`config.mk`:
```
export PLATFORM = sky130hd
export DESIGN_NAME = sigmoid_share_arbiter
export DESIGN_NICKNAME = d
export VERILOG_FILES = /design/src/rtl/sig_arb_pkg.sv /design/src/rtl/sig_arb_rr.sv /design/src/rtl/sigmoid_share_arbiter.sv
export SDC_FILE = /design/constraint.sdc
export NUM_CORES = 1
export LEC_CHECK = 0
export CAP_MARGIN = 0
export CORE_MARGIN = 2
export CORE_UTILIZATION = 44
export DETAILED_ROUTE_END_ITERATION = 16
export GPL_TIMING_DRIVEN = 0
export PLACE_DENSITY = 0.87
export SYNTH_ARGS = -nofsm -noshare
export SYNTH_HDL_FRONTEND = slang
export SYNTH_SLANG_ARGS = --single-unit
```
`constraint.sdc`:
```
create_clock -name clk -period 5 [get_ports clk]
set_clock_uncertainty 0.2 [all_clocks]
set_input_delay 1 -clock clk [delete_from_list [all_inputs] [get_ports clk]]
set_output_delay 1 -clock clk [all_outputs]
set_load 0.02 [all_outputs]
```
`src/rtl/sig_arb_pkg.sv`:
```
// Shared types and defaults for the sigmoid share arbiter.
// Tag entries carry a fixed-width tag so the struct can live here; NUM_REQ <= 2**TAG_W_MAX.
package sig_arb_pkg;

  localparam int NUM_REQ_DEF  = 4;
  localparam int DATA_W_DEF   = 16;
  localparam int PIPE_LAT_DEF = 5;
  localparam int TAG_W_MAX    = 8;

  typedef enum logic [1:0] {
    SETTLE = 2'd0,
    RUN    = 2'd1,
    DRAIN  = 2'd2
  } state_t;

  typedef struct packed {
    logic                 vld;
    logic [TAG_W_MAX-1:0] tag;
  } tag_ent_t;

endpackage

```
`src/rtl/sig_arb_rr.sv`:
```
// Round-robin picker: lowest requesting index at or after ptr wins.
// nxt_ptr is the slot after the winner; the caller decides whether to load it.
module sig_arb_rr #(
  parameter  int NUM_REQ = 4,
  localparam int TAG_W   = $clog2(NUM_REQ)
) (
  input  logic [NUM_REQ-1:0] req,
  input  logic [TAG_W-1:0]   ptr,
  output logic [NUM_REQ-1:0] gnt,
  output logic [TAG_W-1:0]   gnt_idx,
  output logic [TAG_W-1:0]   nxt_ptr
);

  int   idx;
  logic hit;

  always_comb begin
    gnt     = '0;
    gnt_idx = '0;
    hit     = 1'b0;
    idx     = 0;
    for (int off = 0; off < NUM_REQ; off++) begin
      idx = (int'(ptr) + off) % NUM_REQ;
      if (!hit && req[TAG_W'(idx)]) begin
        hit                = 1'b1;
        gnt[TAG_W'(idx)]   = 1'b1;
        gnt_idx            = TAG_W'(idx);
      end
    end
    nxt_ptr = (int'(gnt_idx) == NUM_REQ - 1) ? '0 : gnt_idx + TAG_W'(1);
  end

endmodule

```
`src/rtl/sigmoid_share_arbiter.sv`:
```
// Shares one fixed-latency hard-sigmoid pipe between NUM_REQ gate streams.
// Optional grant statistics: define SIG_ARB_STATS_EN.
module sigmoid_share_arbiter
  import sig_arb_pkg::*;
#(
  parameter int NUM_REQ  = NUM_REQ_DEF,
  parameter int DATA_W   = DATA_W_DEF,
  parameter int PIPE_LAT = PIPE_LAT_DEF
) (
  input  logic                      clk,
  input  logic                      rst_n,
  input  logic [NUM_REQ-1:0]        req_vld,
  input  logic [NUM_REQ*DATA_W-1:0] req_data,
  output logic [NUM_REQ-1:0]        req_rdy,
  input  logic                      flush_req,
  output logic                      flush_done,
  output logic                      sig_in_vld,
  output logic [DATA_W-1:0]         sig_in_data,
  input  logic                      sig_out_vld,
  input  logic [DATA_W-1:0]         sig_out_data,
  output logic [NUM_REQ-1:0]        rsp_vld,
  output logic [DATA_W-1:0]         rsp_data,
  output logic                      err_tag,
  output logic [NUM_REQ*16-1:0]     stat_cnt
);

  localparam int TAG_W = $clog2(NUM_REQ);
  localparam int CNT_W = $clog2(PIPE_LAT + 1);

  state_t               state;
  logic [CNT_W-1:0]     settle_cnt;
  logic [CNT_W-1:0]     inflight;
  logic [TAG_W-1:0]     rr_ptr, nxt_ptr, gnt_idx;
  logic [NUM_REQ-1:0]   gnt, rsp_hot;
  logic [DATA_W-1:0]    sel_data;
  logic [TAG_W_MAX-1:0] issue_tag;
  tag_ent_t             tag_pipe [PIPE_LAT];
  tag_ent_t             tag_out;
  logic                 active, take, ret, mismatch;

  sig_arb_rr #(.NUM_REQ(NUM_REQ)) u_rr (
    .req     (req_vld),
    .ptr     (rr_ptr),
    .gnt     (gnt),
    .gnt_idx (gnt_idx),
    .nxt_ptr (nxt_ptr)
  );

  // Flush only blocks grants from the next cycle on: a grant seen with flush_req still completes.
  assign req_rdy    = (state == RUN) ? gnt : '0;
  assign take       = |req_rdy;
  assign active     = (state != SETTLE);
  assign tag_out    = tag_pipe[PIPE_LAT-1];
  assign ret        = active & sig_out_vld & tag_out.vld;
  assign mismatch   = active & (sig_out_vld ^ tag_out.vld);
  assign flush_done = (state == DRAIN) && (inflight == '0) && !sig_in_vld;

  always_comb begin
    sel_data = '0;
    for (int i = 0; i < NUM_REQ; i++)
      if (gnt[i]) sel_data = req_data[i*DATA_W +: DATA_W];
  end

  always_comb begin
    rsp_hot = '0;
    for (int i = 0; i < NUM_REQ; i++)
      rsp_hot[i] = (tag_out.tag == TAG_W_MAX'(i));
  end

  // SETTLE waits out whatever the unreset sigmoid pipe still holds.
  always_ff @(posedge clk or negedge rst_n) begin
    if (!rst_n) begin
      state      <= SETTLE;
      settle_cnt <= '0;
    end else begin
      case (state)
        SETTLE: begin
          if (settle_cnt == CNT_W'(PIPE_LAT)) state <= RUN;
          else                                settle_cnt <= settle_cnt + CNT_W'(1);
        end
        RUN:     if (flush_req)  state <= DRAIN;
        DRAIN:   if (!flush_req) state <= RUN;
        default: state <= SETTLE;
      endcase
    end
  end

  always_ff @(posedge clk or negedge rst_n) begin
    if (!rst_n) begin
      rr_ptr      <= '0;
      sig_in_vld  <= 1'b0;
      sig_in_data <= '0;
      issue_tag   <= '0;
    end else begin
      sig_in_vld <= take;
      if (take) begin
        rr_ptr      <= nxt_ptr;
        sig_in_data <= sel_data;
        issue_tag   <= TAG_W_MAX'(gnt_idx);
      end
    end
  end

  // Tag line mirrors the sigmoid pipe depth so its output pairs with sig_out_vld.
  always_ff @(posedge clk or negedge rst_n) begin
    if (!rst_n) begin
      for (int i = 0; i < PIPE_LAT; i++) tag_pipe[i] <= '0;
    end else begin
      tag_pipe[0] <= '{vld: sig_in_vld, tag: issue_tag};
      for (int i = 1; i < PIPE_LAT; i++) tag_pipe[i] <= tag_pipe[i-1];
    end
  end

  always_ff @(posedge clk or negedge rst_n) begin
    if (!rst_n) begin
      inflight <= '0;
    end else begin
      case ({sig_in_vld, tag_out.vld})
        2'b10:   inflight <= inflight + CNT_W'(1);
        2'b01:   inflight <= inflight - CNT_W'(1);
        default: ;
      endcase
    end
  end

  // A mismatched return is never routed; only the sticky error records it.
  always_ff @(posedge clk or negedge rst_n) begin
    if (!rst_n) begin
      rsp_vld  <= '0;
      rsp_data <= '0;
      err_tag  <= 1'b0;
    end else begin
      rsp_vld <= ret ? rsp_hot : '0;
      if (ret) rsp_data <= sig_out_data;
      err_tag <= err_tag | mismatch;
    end
  end

`ifdef SIG_ARB_STATS_EN
  for (genvar g = 0; g < NUM_REQ; g++) begin : g_stat
    logic [15:0] cnt;
    always_ff @(posedge clk or negedge rst_n) begin
      if (!rst_n)                          cnt <= '0;
      else if (req_rdy[g] && cnt != 16'hFFFF) cnt <= cnt + 16'd1;
    end
    assign stat_cnt[g*16 +: 16] = cnt;
  end
`else
  assign stat_cnt = '0;
`endif

endmodule

```
### Word level (Yosys, flattened, before mapping)

Cells that the tools add are included.

* memory bits (writable): 0
* memories: 0
* word-level logic and storage cells: 120
* bits in latches: 0
* bits in registers: 65
* bits of input ports: 88
* output and inout port bits: 107
* bits in read-only memories: 0

* equal/unequal tests: 12
* multiplexer cells: 43
* reduce and logical (&&, ||, !) cells: 21
* bitwise gates (word level): 9
* shift-type cells: 0
* div/mod/pow operators: 0
* $add $sub $neg: 7
* $mul: 0
* magnitude comparators: 8

Operator list (count)
* $mux 16: 4
* $mux 4: 6
* $lt 2x4->1 const B: 4
* $mux 2: 8
* $mux 1: 15
* $or 4x4->4: 3
* $logic_and 1x1->1: 9
* $bmux 1 s2: 4
* $demux 1 s2: 4
* $eq 2x1->1 const B: 4
* $eq 2x2->1 const B: 4
* $ge 2x1->1 const B: 4
* $logic_not 8->1: 1
* $add 3x1->3 const B: 2
* $ne 2x2->1 const B: 3
* $pmux 2 s3: 1
* $pmux 3 s2: 1
* $add 2x1->2 const B: 2
* $add 2x2->2 const B: 2
* $logic_not 1->1: 4
* $reduce_bool 2->1: 2
* $reduce_or 4->1: 1
* $and 1x1->1: 3
* $eq 3x3->1 const B: 1
* other kinds (8): 8

### Longest topological paths before layout

Gate-level depths: netlist of run 1.

* depth in word-level cells: 17
* depth in mapped cells: 13
* depth with buffers taken out: 9

### By module

Synthesis of run 1 repeated with hierarchy kept, for this count alone.

* cells, all modules: 351
* area, all modules: 3806.2 um^2

By module, submodules not included
* sigmoid_share_arbiter: cells an instance 276, seq. area each 1626.6 um^2, area an instance 3215.6 um^2, times used 1
* sig_arb_rr: cells an instance 75, seq. area each 0.0 um^2, area an instance 590.6 um^2, times used 1

### Worst setup path before layout of run 1

OpenSTA, ideal clock, no wires.

* path type: input to output
* from: input port req_vld[3]
* to: output port req_rdy[1]
* required time: 3.800 ns
* path slack: 1.068 ns
* stages: 6
* path buffers: 1
* arrival time: 2.732 ns
* cells stage by stage: mux4_2 or2_4 o31ai_4 a21boi_2 clkbuf_1 nor2_1

* word-level cells in the longest chain between the ends: 14
* elaborated cells on any way between the ends: 29
* classes of those cells: mux (20); bitwise (3); reduce/logical (6)

RTL lines
* start: declaration: RTL line sigmoid_share_arbiter.sv:12 `input logic [NUM_REQ-1:0] req_vld,`
* $bmux 1 s2: RTL line sig_arb_rr.sv:24 `if (!hit && req[TAG_W'(idx)]) begin`
* $mux 1 (implied by the code) (2 in a row): RTL line sig_arb_rr.sv:24
* $mux 1: RTL line sig_arb_rr.sv:24
* $logic_not 1->1: RTL line sig_arb_rr.sv:24
* $logic_and 1x1->1: RTL line sig_arb_rr.sv:24
* $mux 1: RTL line sig_arb_rr.sv:24
* $logic_not 1->1: RTL line sig_arb_rr.sv:24
* $logic_and 1x1->1: RTL line sig_arb_rr.sv:24
* $mux 1: RTL line sig_arb_rr.sv:24
* $logic_not 1->1: RTL line sig_arb_rr.sv:24
* $logic_and 1x1->1: RTL line sig_arb_rr.sv:24
* $mux 4 (*): RTL line sig_arb_rr.sv:24
* $mux 4 (*): RTL line sigmoid_share_arbiter.sv:50 `assign req_rdy = (state == RUN) ? gnt : '0;`
* end: declaration: RTL line sigmoid_share_arbiter.sv:14 `output logic [NUM_REQ-1:0] req_rdy,`

Mark *: on every way between the ends. The rest lies on a longest branch, timed or not. The select of a mux whose other input is x is not followed.

### Final worst setup path of run 1

* from: input port req_vld[3]
* to: output port req_rdy[2]

The elaborated chain is that of the path after synthesis.

==> summary.md, run 1 <==
| Metric | Value |
|---|---|
| Largest net degree at the start of global routing | `43` |
| Worst hold path class | `register to register` |
| Cell count after synthesis | `420` |
| Finish-stage setup viols | `0` |
| Synth Register Bits | `65` |
| Flop pwr share | `26.2%` |
| Crit-path cells | `clkdlybuf4s50_1 -> mux4_2 -> buf_4 -> or2_4 -> nor3_2 -> a221oi_4 -> clkbuf_2 -> nor2_1 -> dlygate4sd2_1` |
| Yosys warnings | `0` |
| Initial antenna violation count | `0` |
| Vias in the first global route | `3461` |
| RSZ-0062 raised after global routing | `true` |
| Initial Utilization | `45.3%` |
| Critical path data arrival time | `3.69 ns` |
| CTS HTree Levels | `3` |
| Routability cong. | `roughly 0.9` |
| Root buffer cell | `clkbuf_8` |
| Leakage power | `2.87 nW` |
| Post-Layout Cell Count | `741` |
| Die area | `0.00970 mm2` |
| Buf+Inv Stages, Crit Path | `4` |
| Post-synth cell types | `between 50 and 60` |
| Die Span Y | `98.5 um` |
| ANT nets after route | `0` |
| Area growth, synth to finish | `49.3%` |
| Drt first pass iters | `4` |
| TritonCTS buffer count | `9` |
| Final hold vios | `0` |
| Net Sw Frac | `44.0%` |
| Max rail drop VDD | `0.251 mV` |
| Largest area contributor in the netlist | `dfrtp_1` |
| Skew-Pair Late Insertion Delay | `0.34 ns` |
| Cell with the most instances after synthesis | `nand2_1` |
| Commonest cells post-synth | `71 x nand2_1, 67 x buf_4, 65 x dfrtp_1, 44 x inv_1, 28 x nor2_1` |
| Placed instance count | `722` |
| Design Power | `3.45 mW` |
| Int Power | `1.93 mW` |
| Top-area cell type share of the netlist area | `slightly above 40%` |
| Routed WL | `10300 um` |
| Nets | `728` |
| Syn avg cell area | `approximately 9.4 um2` |
| Outcome | `completed` |
| Slew headroom | `47.1%` |
| Clk pwr share | `12.6%` |
| Routed length per instance | `13.9 um` |
| Vias | `3449` |
| Critical path fanouts, max | `10` |
| Worst Setup Path Type | `input pin to output pin` |
| Final Critical Period | `approximately 5 ns` |
| Seq/Total Area, Yosys | `41.4%` |
| Area of the mapped netlist | `slightly below 0.004 mm2` |
| Total GRT Usage | `21.3%` |
| Period utilization | `97.9%` |
| Ys async rst share | `100%` |
| Max Root-Sink Buffers | `2` |
| Core Area | `0.00868 mm2` |
| Pwr Density | `588 mW/mm2` |
| Layout cells sized above 1 | `18.6%` |
| Max-slew violation count | `0` |
| Cells taking the most area after synthesis | `dfrtp_1 41%, buf_4 13%, nand2_1 6.8%` |
| Residual DRC count | `0` |
| Width of the chip | `98.5 um` |
| CTS tree | `yes` |
| Clock Sinks | `65` |
| Crit. End Element | `output pin` |
| Dpl hpwl | `8170 um` |
| Aggregate global routing overflow | `0` |
| First-pass GRT wire length | `roughly 16000 um` |
| Max Freq | `between 200 and 250 MHz` |
| Ant diodes | `0` |
| Rows | `34` |
| Worst-path clk slew | `0.06 ns` |
| CP max stage delay | `0.60 ns` |
| Post-synth EDFFs | `0` |
| Sw Pwr | `around 1.5 mW` |
| Ys flop type | `dfrtp_1` |
| CP Launch Type | `input pin` |
| Initial DRC Count | `154` |
| Number of port buffers | `130` |
| Worst Path Required | `between 3 and 4 ns` |
| Top-level I/O count | `195` |
| Vias per cell | `4.65` |
| Combinational share of power | `61.2%` |
| Placed instance area | `~0.0056 mm2` |
| Fin area | `0.00587 mm2` |
| Max-cap violation count | `0` |
| Cell family with most CP delay | `buffers and inverters` |
| Slowest CP cell | `mux4_2` |
| Hold-fix buffers, CTS | `0` |
| Least-Margin Pin Slew | `between 0.7 and 0.8 ns` |
==> power groups by stage <==
stage	combinational [mW]	sequential (mW)	clock [mW]
finish	2.11	0.904	0.434
global route	2.31	0.937	0.471
CTS	2.08	0.907	0.444
detailed placement	2.05	0.913	0
global placement	1.98	0.894	0
floorplan	1.20	1.05	0
==> flip-flops by register name, indices dropped and copies added (netlist names), named ones only <==
name and count:
rsp_data 16, sig_in_data 16, tag_pipe 12, rsp_vld 4
inflight 3, settle_cnt 3, tag_out 3, issue_tag 2
state 2, err_tag 1, rr_ptr 1, sig_in_vld 1
==> cell families (layout without fill, tap and decap cells) <==
logic type | Yosys count | after routing | share of synthesized area [%]
muxes | 12 | 12 | 4.30
adders and majority gates | 12 | 12 | 4.01
buffers and inverters | 125 | 275 | 19.1
xor gates and xnor gates | 6 | 6 | 1.34
and+or+nand+nor | 122 | 122 | 13.3
DFF | 65 | 65 | 41.4
other | 1 | 64 | 0.0955
AOI/OAI and AO/OA | 77 | 77 | 16.4
==> cell type report <==
cell class              count  area [um2]
repair buffers            134        1340
clock buffers              11         141
fillers                   695        2810
flip-flops and latches     65        1630
well taps                 108         135
clock inverters             5        55.1
plain buffers              80         583
multi-input cells         293        1810
inverters                  45         169
==> metrics by stage <==
stage	hold WS, ns	setup WS [ns]	TNS [ns]	utilization (%)
global route	0.157	-0.0143	-0.0143	67.6
finish	0.148	0.106	0	67.6
detailed placement	0.137	-0.232	-0.456	64.7
floorplan	0.131	1.07	0	-
global placement	0.133	-0.173	-0.285	64.5
CTS	0.152	0.0462	0	67.2
==> what timing repair did <==
action	in CTS	in global routing
gates resized for setup	8	4
setup buffers	0	3
endpoints found under the hold margin	0	0
pin swaps	0	0
setup endpoints to repair	2	1
==> layer usage <==
metal,up-vias,track usage (%),routed length [um]
met2,135,37.6,5380
li1,1699,-,-
met4,0,7.90,218
met3,21,5.32,628
met5,-,0,0
met1,1594,25.0,4100
==> layout by cell type (no fill, tap or decap), types with 3 or more instances in the layout <==
master / synthesis / routed
inv_1: 44 / 44
buf_2: 5 / 7
dfrtp_1: 65 / 65
clkdlybuf4s50_1: 0 / 125
and3_1: 4 / 4
conb_1: 1 / 64
nor2_1: 28 / 28
nand2b_1: 4 / 4
buf_6: 3 / 3
a31oi_1: 13 / 13
o221ai_1: 15 / 15
ha_1: 11 / 10
clkbuf_8: 0 / 10
xnor2_1: 4 / 4
nand2_1: 71 / 71
clkbuf_1: 5 / 4
o211ai_1: 17 / 17
a31oi_2: 5 / 5
mux2_2: 4 / 4
a21oi_1: 6 / 6
buf_4: 67 / 70
mux2i_1: 3 / 3
==> worst register-to-register path, stage by stage (launching register included) <==
cell      delay [ns]
dfrtp_1         0.46
buf_4           0.21
inv_1           0.14
ha_2            0.42
mux4_2          0.37
or2_4           0.29
o31a_1          0.30
o221ai_2        0.38
buf_6           0.22
o221ai_1        0.13
o211ai_1        0.18
a31oi_2         0.14
==> worst paths after layout <==
kind	to	from	slack [ns]	cells past startpoint
setup / recovery	req_rdy[2]	req_vld[3]	0.11	9
hold / removal	tag_pipe[28]$_DFF_PN0_	tag_pipe[37]$_DFF_PN0_	0.15	0
setup reg to reg	sig_in_data[13]$_DFFE_PN0P_	register	1.42	11
hold reg to reg	tag_pipe[28]$_DFF_PN0_	tag_pipe[37]$_DFF_PN0_	0.15	0
max in group asynchronous	issue_tag[0]$_DFFE_PN0P_	rst_n	3.54	2
min in group asynchronous	sig_in_data[13]$_DFFE_PN0P_	rst_n	0.45	1
No activity file was read; power rests on OpenSTA's default activity.
==> run 2: changes to the inputs <==
--- a/config.mk
+++ b/config.mk
@@ -7,10 +7,11 @@
 export LEC_CHECK = 0
 export CAP_MARGIN = 0
 export CORE_MARGIN = 2
-export CORE_UTILIZATION = 44
+export CORE_UTILIZATION = 42
+export CTS_BUF_LIST = sky130_fd_sc_hd__clkbuf_8
 export DETAILED_ROUTE_END_ITERATION = 16
 export GPL_TIMING_DRIVEN = 0
-export PLACE_DENSITY = 0.87
+export PLACE_DENSITY = 0.83
 export SYNTH_ARGS = -nofsm -noshare
 export SYNTH_HDL_FRONTEND = slang
 export SYNTH_SLANG_ARGS = --single-unit
==> constraint.sdc (replaced) <==
create_clock -name clk -period 5.3 [get_ports clk]
set_clock_uncertainty 0.2 [all_clocks]
set_input_delay 1.06 -clock clk [delete_from_list [all_inputs] [get_ports clk]]
set_output_delay 1.06 -clock clk [all_outputs]
set_load 0.02 [all_outputs]
==> run 2 against run 1 <==
Net effect:
- global-route usage shrank 0.90 points
- sequential power is 5.9% lower
- largest cell class unchanged
- core utilization down 3.8 points
- sequential cell count did not move
- first-iteration DRC count fell by 9.7%
- wire length down 1.6%
- worst setup slack better by 0.022 ns
- register-to-register slack gained 0.25 ns
- highest routed layer unchanged
==> summary.md, run 2 (same netlist as run 1, synthesis figures left out) <==
| Metric | Value |
|---|---|
| Outcome | `completed` |
| Layout cells sized above 1 | `18.2% (-0.45 points)` |
| Number of port buffers | `130 (unchanged)` |
| Initial Utilization | `42.9% (-2.3 points)` |
| Max Root-Sink Buffers | `2 (unchanged)` |
| Most common cell after layout, fill and taps aside | `clkdlybuf4s50_1` |
| Top-level I/O count | `195 (unchanged)` |
| Dpl hpwl | `8140 um (-0.48%)` |
| Final hold vios | `0 (unchanged)` |
| Worst-path clk slew | `0.06 ns (about the same)` |
| Worst hold stages | `0 (unchanged)` |
| Design Power | `3.20 mW (-7.3%)` |
| Post-Place Worst Slack | `-0.0692 ns (+0.163 ns)` |
| Aggregate global routing overflow | `0 (unchanged)` |
| CTS tree | `yes` |
| Critical path fanouts, max | `10 (unchanged)` |
| Worst setup margin | `0.128 ns (+0.0218 ns)` |
| Leakage power | `2.83 nW (-1.4%)` |
| Vias per cell | `4.66 (+0.16%)` |
| Commonest cells after routing, fill and taps aside | `129 x clkdlybuf4s50_1, 71 x nand2_1, 69 x buf_4` |
| Root buffer cell | `clkbuf_8` |
| Routability cong. | `0.842 (-4.2%)` |
| Period utilization | `slightly below 100%` |
| Routed length per instance | `13.7 um (-1.9%)` |
| TritonCTS buffer count | `9 (unchanged)` |
| Width of the chip | `101 um (+2.3%)` |
| Largest regs | `rsp_data: 16 flops, sig_in_data: 16 flops, tag_pipe: 12 flops` |
| Critical path data arrival time | `3.91 ns (+0.22 ns)` |
| Crit. End Element | `output pin` |
| Core Area | `0.00915 mm2 (+5.5%)` |
| Worst Setup Path Type | `input pin to output pin` |
| CP Launch Type | `input pin` |
| Fin area | `0.00583 mm2 (-0.53%)` |
| CTS HTree Levels | `3 (unchanged)` |
| Vias in the first global route | `3423 (-1.1%)` |
| Finish-stage setup viols | `0 (unchanged)` |
| Die Span Y | `101 um (+2.3%)` |
| Filler Cells Inserted | `744 (+7.1%)` |
| Max rail drop VDD | `0.243 mV (-3.1%)` |
| Setup Total Neg Slack | `0 ns (unchanged)` |
| Total GRT Usage | `20.4% (-0.90 points)` |
| First-pass GRT wire length | `16500 um (about the same)` |
| Area growth, synth to finish | `48.6%` |
| Drt first pass iters | `4 (unchanged)` |
| Ant diodes | `0 (unchanged)` |
| Residual DRC count | `0 (unchanged)` |
| Pwr Density | `548 mW/mm2 (-6.8%)` |
| ANT nets after route | `0 (unchanged)` |
| Largest net degree at the start of global routing | `39 (-9.3%)` |
| Clock Sinks | `65 (unchanged)` |
| Nets | `727 (-0.14%)` |
| Initial DRC Count | `139 (-9.7%)` |
| Initial antenna violation count | `0 (unchanged)` |
| Routed WL | `10200 um (-1.6%)` |
| Max Freq | `slightly below 200 MHz` |
| Die area | `0.0101 mm2 (+4.6%)` |
| Worst hold path class | `register to register` |
| Slew headroom | `47.3% (+0.23 points)` |
| Rows | `35 (+2.9%)` |
| Skew-Pair Late Insertion Delay | `0.33 ns (about the same)` |
| Max-cap violation count | `0 (unchanged)` |
| Final Critical Period | `5.17 ns` |
| Least-Margin Pin Slew | `0.787 ns (-0.00344 ns)` |
| Placed instance area | `0.00562 mm2 (about the same)` |
| Vias | `3464 (+0.43%)` |
| Worst Path Required | `4.04 ns (+0.24 ns)` |
| Max-slew violation count | `0 (unchanged)` |
| FF-to-FF path depth | `11 (unchanged)` |
-- run 2: critical path, cell delays in order --
cell and delay, ns:
clkdlybuf4s50_1 0.50, mux4_2 0.60, or2_4 0.32, o31ai_4 0.30
a21boi_4 0.15, clkbuf_2 0.23, nor2_1 0.13, clkdlybuf4s50_1 0.61
-- run 2: through the flow --
| stage | std cells | utilization, % | hold slack [ns] |
|---|---|---|---|
| 4_1_cts | 741 | 63.3 | 0.150 |
| 5_1_grt | 743 | 63.7 | 0.153 |
| 2_1_floorplan | 483 | - | 0.131 |
| 6_report | 743 | 63.7 | 0.148 |
| 3_3_place_gp | 724 | 61.2 | 0.132 |
| 3_5_place_dp | 725 | 61.4 | 0.136 |
-- run 2: area by class of cell --
class                   instances  area, um2  area share [%]
multi-input cells             293       1810            31.1
repair buffers                133       1330            22.8
well taps                     111        139            2.38
clock buffers                  11        151            2.59
plain buffers                  80        583            9.99
clock inverters                 5       22.5           0.386
inverters                      45        169            2.90
flip-flops and latches         65       1630            27.9
-- run 2: path summary, 6_finish.rpt --
path	startpoint	to	slack, ns
max	req_vld[3]	req_rdy[1]	0.13
min	tag_pipe[35]$_DFF_PN0_	tag_pipe[26]$_DFF_PN0_	0.15
max reg2reg	register	sig_in_data[12]$_DFFE_PN0P_	1.67
min reg2reg	tag_pipe[35]$_DFF_PN0_	tag_pipe[26]$_DFF_PN0_	0.15
max in group asynchronous	rst_n	rsp_data[9]$_DFFE_PN0P_	3.73
min in group asynchronous	rst_n	inflight[0]$_DFFE_PN0P_	0.54
-- run 2: where the power goes --
| part | switching [mW] | internal, mW | leakage [nW] |
|---|---|---|---|
| logic | 1.12 | 0.870 | 1.94 |
| clock network | 0.169 | 0.189 | 0.101 |
| registers | 0.129 | 0.722 | 0.791 |
-- run 2: what timing repair did --
action	4_1_cts	5_1_grt
setup endpoints to repair	2	2
hold buffers	0	0
resized for setup	3	3
buffers inserted	0	2
pin swaps	0	0
-- run 2: routing by layer --
metal	GRT usage, %	wire length, um	up-vias
met5	0	0	-
met4	8.01	240	0
met3	4.30	702	19
met2	34.8	4890	147
met1	25.2	4330	1591
li1	-	-	1707
